File: config.mk
export PLATFORM = sky130hd
export DESIGN_NAME = ip_rx
export DESIGN_NICKNAME = d
export VERILOG_FILES = /design/src/rtl/ip_rx.sv
export SDC_FILE = /design/constraint.sdc
export NUM_CORES = 1
export LEC_CHECK = 0
export CAP_MARGIN = 20
export CORE_MARGIN = 3
export CORE_UTILIZATION = 45
export CTS_CLUSTER_DIAMETER = 120
export DETAILED_ROUTE_END_ITERATION = 7
export PLACE_DENSITY = 0.67
export SKIP_CTS_REPAIR_TIMING = 1
export SYNTH_ARGS = -nofsm -noshare
export SYNTH_HDL_FRONTEND = slang
export SYNTH_SLANG_ARGS = --single-unit
File: constraint.sdc
create_clock -name i_clk -period 9.6 [get_ports i_clk]
set_input_delay 2.88 -clock i_clk [delete_from_list [all_inputs] [get_ports i_clk]]
set_output_delay 2.88 -clock i_clk [all_outputs]
set_load 0.02 [all_outputs]
File: src/rtl/ip_rx.sv
// ip_rx: IPv4 receive parser; validates the 20-byte header of each frame and
// streams the payload of accepted packets with one cycle of latency.
module ip_rx #(
  parameter logic [31:0] P_LOCAL_IP = {8'd192, 8'd168, 8'd1, 8'd1}
) (
  input  logic        i_clk,
  input  logic        i_rst,
  input  logic [31:0] i_local_ip,
  input  logic        i_local_ip_valid,
  input  logic [7:0]  i_mac_data,
  input  logic [15:0] i_mac_type,
  input  logic        i_mac_last,
  input  logic        i_mac_valid,
  output logic [7:0]  o_recv_data,
  output logic [7:0]  o_recv_type,
  output logic [15:0] o_recv_len,
  output logic [31:0] o_recv_src_ip,
  output logic        o_recv_last,
  output logic        o_recv_valid,
  output logic        o_drop
);
  typedef enum logic [1:0] {IDLE, HDR, PAYLOAD, DISCARD} state_t;
  state_t      state;
  logic [15:0] cnt, total_len, cnt_n, pay_end, fold2;
  logic [31:0] local_ip, ip_copy, src_ip, sum, sum_n, dst_n;
  logic [23:0] dst_ip;
  logic [16:0] fold1;
  logic [7:0]  hi_byte, proto;
  logic        ver_ok, armed, accept;
  // Header checks use the last header byte straight off the bus so the decision lands at cnt 19.
  always_comb begin
    sum_n   = sum + {16'd0, hi_byte, i_mac_data};
    fold1   = {1'b0, sum_n[15:0]} + {1'b0, sum_n[31:16]};
    fold2   = fold1[15:0] + {15'd0, fold1[16]};
    dst_n   = {dst_ip, i_mac_data};
    cnt_n   = cnt == 16'hFFFF ? cnt : cnt + 16'd1;
    pay_end = total_len - 16'd1;
    accept  = ver_ok && fold2 == 16'hFFFF && (dst_n == ip_copy || dst_n == 32'hFFFFFFFF) &&
              (proto == 8'd1 || proto == 8'd17) && total_len >= 16'd21 && total_len <= 16'd1500;
  end
  always_ff @(posedge i_clk or posedge i_rst) begin
    if (i_rst) begin
      state         <= IDLE;
      cnt           <= '0;
      total_len     <= '0;
      local_ip      <= P_LOCAL_IP;
      ip_copy       <= '0;
      src_ip        <= '0;
      dst_ip        <= '0;
      sum           <= '0;
      hi_byte       <= '0;
      proto         <= '0;
      ver_ok        <= 1'b0;
      armed         <= 1'b0;
      o_recv_data   <= '0;
      o_recv_type   <= '0;
      o_recv_len    <= '0;
      o_recv_src_ip <= '0;
      o_recv_last   <= 1'b0;
      o_recv_valid  <= 1'b0;
      o_drop        <= 1'b0;
    end else begin
      o_recv_valid <= 1'b0;
      o_recv_last  <= 1'b0;
      o_drop       <= 1'b0;
      if (i_local_ip_valid) local_ip <= i_local_ip;
      // A frame already in flight when reset released is discarded until the bus has gone idle once.
      if (!i_mac_valid) armed <= 1'b1;
      if (i_mac_valid) begin
        cnt <= i_mac_last ? 16'd0 : cnt_n;
        case (state)
          IDLE: begin
            ip_copy <= local_ip;
            hi_byte <= i_mac_data;
            sum     <= '0;
            ver_ok  <= i_mac_data == 8'h45;
            state   <= armed && i_mac_type == 16'h0800 ? HDR : DISCARD;
            o_drop  <= i_mac_last && armed && i_mac_type == 16'h0800;
          end
          HDR: begin
            if (!cnt[0]) hi_byte <= i_mac_data;
            else sum <= sum_n;
            if (cnt == 16'd2) total_len[15:8] <= i_mac_data;
            if (cnt == 16'd3) total_len[7:0] <= i_mac_data;
            if (cnt == 16'd9) proto <= i_mac_data;
            if (cnt >= 16'd12 && cnt <= 16'd15) src_ip <= {src_ip[23:0], i_mac_data};
            if (cnt >= 16'd16) dst_ip <= {dst_ip[15:0], i_mac_data};
            if (i_mac_last) o_drop <= 1'b1;
            else if (cnt == 16'd19) begin
              if (accept) begin
                state         <= PAYLOAD;
                o_recv_type   <= proto;
                o_recv_len    <= total_len - 16'd20;
                o_recv_src_ip <= src_ip;
              end else begin
                state  <= DISCARD;
                o_drop <= 1'b1;
              end
            end
          end
          PAYLOAD: begin
            o_recv_data  <= i_mac_data;
            o_recv_valid <= 1'b1;
            o_recv_last  <= i_mac_last || cnt == pay_end;
            o_drop       <= i_mac_last && cnt != pay_end;
            if (cnt == pay_end) state <= DISCARD;
          end
          default: ;
        endcase
        if (i_mac_last) state <= IDLE;
      end
    end
  end
endmodule

==> results.cfg <==
[yosys]
yosysTopAreaCellShare = 0.472
ys_async_sr_fraction = 1.00
synth-edff-count = 0
synth.area.top_cells = dfrtp_1, mux2_2, ha_1, xor2_1, xnor2_1
syn_nets = 1331
synthAdderAreaFrac = 0.0457
netlist_area_um2 = 14000
yosysTopAreaCell = dfrtp_1
synth_xor_xnor_area_share = 0.0644
syn_avg_cell_area_um2 = 11.5
ys_seq_area_frac = 0.485
synth.most_common_cell = dfrtp_1
synthSimpleGateAreaFrac = 0.115
syn_inst = 1220
synth_top_family_by_area = multiplexers
synth_ff_type = dfrtp_1
ys_types = 76
yosys_warnings = 0
synthTopCellsByCount = dfrtp_1, mux2_2, nand2_1, nor2_1, xor2_1
synth-seq-cells = 271
synthMuxAreaShare = 0.169
synth_compound_area_frac = 0.0937

[clocking]
cts.root.buffer_cell = clkbuf_16
clock_path_buffers = 3
path_clk_slew_ns = 0.06
cts_tree = built
cts_max_level = 1
insertion_delay_ns = 0.56
cts_sinks = 271
cts-buffers-inserted = 29

[worst_setup_path]
crit_path_max_fanout = 24
arrival_ns = 9.57
cp_top_family = compound AO/OA/AOI/OAI gates
crit_slowest_cell = clkdlybuf4s50_1
cp-end-kind = flop
crit_type = in -> reg
worst_ep_required_time_ns = 10.04
cpPeakStageDelay_ns = 0.63
cp-start-kind = input pin
critPathBufInv = 4

[timing]
hold_slack_ns = 0.471
tightest_slew_ns = 1.11
maxSlewViolCount = 0
min_period_ns = 9.13
setup_violations = 0
skew_ns = 0.0108
max_freq_mhz = 110
hold_viol = 0
finalCritPeriodShare = 0.951
slew_headroom = 0.257

[cells_and_area]
final_nets = 1500
multi_input_area_um2 = 6880
area_growth_pct = 22.4
num_antenna_cells = 0
num-fill-cells = 2532
layout-drive-gt1-share = 0.250
seq_area_um2 = 6790

[drt]
drc = 0
wl_per_cell_um = 18.7
drt_pass1_iterations = 5
viasPerCell = 5.57
drt_wl_total_mm = 33.7
postRouteAntennaNets = 0
dr.first_iter.drc_count = 560
via_count = 10025

[grt]
gr-usage-all-layers = 0.200
grt_max_degree = 141
antenna_found_initial = 0
grt-ovfl-total = 0
grt_pass1_wl_mm = 54.3
grt_pass1_vias = 9948

[placed_design]
finalWeightedCongestion = 0.936
io_buffers = 127
dp_hpwl_mm = 24.2

[power_and_ir_drop]
p_leak_nw = 7.87
max-vdd-ir-drop_mv = 0.143
power_mw = 4.63
powerDensity_nw_per_um2 = 270

[floorplanning]
fp.coreArea_um2 = 30200
fp-row-count = 63
io_pins = 128
die_h_um = 182
start_util = 0.464
fp.dieW_um = 182
dieArea_um2 = 33300

[outcome]
status = finished clean

[job]
cap_violations = 0

[worst_hold_path]
hold_class = reg -> reg
stage by stage:
step,cell area (um2),worst slack (ns),setup TNS [ns],cells,util
final,17100,0.470,0,1800,0.568
after floorplan,14000,0.754,0,1220,-
after CTS,17100,0.193,0,1798,0.566
after global placement,16000,-0.0783,-2.79,1746,0.531
after detailed placement,16000,-0.362,-17.79,1746,0.531
after global routing,17100,-0.000413,-0.000413,1800,0.568
sequential cells by signal, summed over array words and instances, names as in the netlist, 2 cells and up:
name / count
sum: 32
o_recv_len: 16
cnt: 16
proto: 8
total_len: 16
dst_ip: 24
local_ip: 32
o_recv_data: 8
hi_byte: 8
o_recv_src_ip: 32
ip_copy: 32
state: 2
o_recv_type: 8
src_ip: 32
kinds of logic (layout without fill, tap and decap cells):
logic type	after synthesis	after routing
xor+xnor	103	103
compound gates	187	187
mux	211	211
simple gates	314	314
flops	271	271
buf+inv	84	274
fa+ha+maj	50	50
layout by cell type (no fill, tap or decap), types with 24 or more instances in the layout:
| cell | Yosys | final |
|---|---|---|
| inv_1 | 29 | 28 |
| nor2_1 | 68 | 64 |
| dfrtp_1 | 264 | 264 |
| buf_4 | 4 | 62 |
| mux2_2 | 205 | 205 |
| nand2_1 | 69 | 69 |
| o21ai_0 | 53 | 51 |
| xor2_1 | 56 | 56 |
| ha_1 | 48 | 48 |
| a21oi_1 | 24 | 24 |
| clkbuf_16 | 0 | 29 |
| clkdlybuf4s50_1 | 0 | 127 |
| xnor2_1 | 47 | 47 |
| nand3_1 | 32 | 31 |
per-layer routing:
metal / share of wire / track usage
met2: 0.48 / 0.333
met4: 0.021 / 0.0445
met5: 0 / 0
met1: 0.46 / 0.283
met3: 0.042 / 0.0241
path summary, 6_finish.rpt:
path                                         start                       endpoint  slack (ns)  cells after the start
worst max-delay path                 i_mac_data[1]  o_recv_src_ip[25]$_DFFE_PP0P_        0.47                     29
worst min-delay path             armed$_DFFE_PP0N_              armed$_DFFE_PP0N_        0.47                      1
worst max register to register  sum[1]$_DFFE_PP0P_  o_recv_src_ip[25]$_DFFE_PP0P_        3.06                     28
worst min register to register   armed$_DFFE_PP0N_              armed$_DFFE_PP0N_        0.47                      1
max in group asynchronous                    i_rst     o_recv_type[6]$_DFFE_PP0P_        5.34                      4
min in group asynchronous                    i_rst       local_ip[26]$_DFFE_PP0P_        2.86                      3
power breakdown:
part / internal [mW] / total [mW] / switching [mW]
clock: 0.778 / 1.25 / 0.467
combinational: 0.857 / 1.84 / 0.987
sequential: 1.35 / 1.54 / 0.196
total: 2.98 / 4.63 / 1.65
final cells by class:
type                       count  area share
multi-input combinational    865       0.401
inverter                      29     0.00657
clock buffer                  39      0.0468
tap                          390      0.0285
clock inverter                13      0.0157
sequential                   271       0.396
timing repair buffer         193       0.105
No activity file was read; power rests on OpenSTA's default activity.
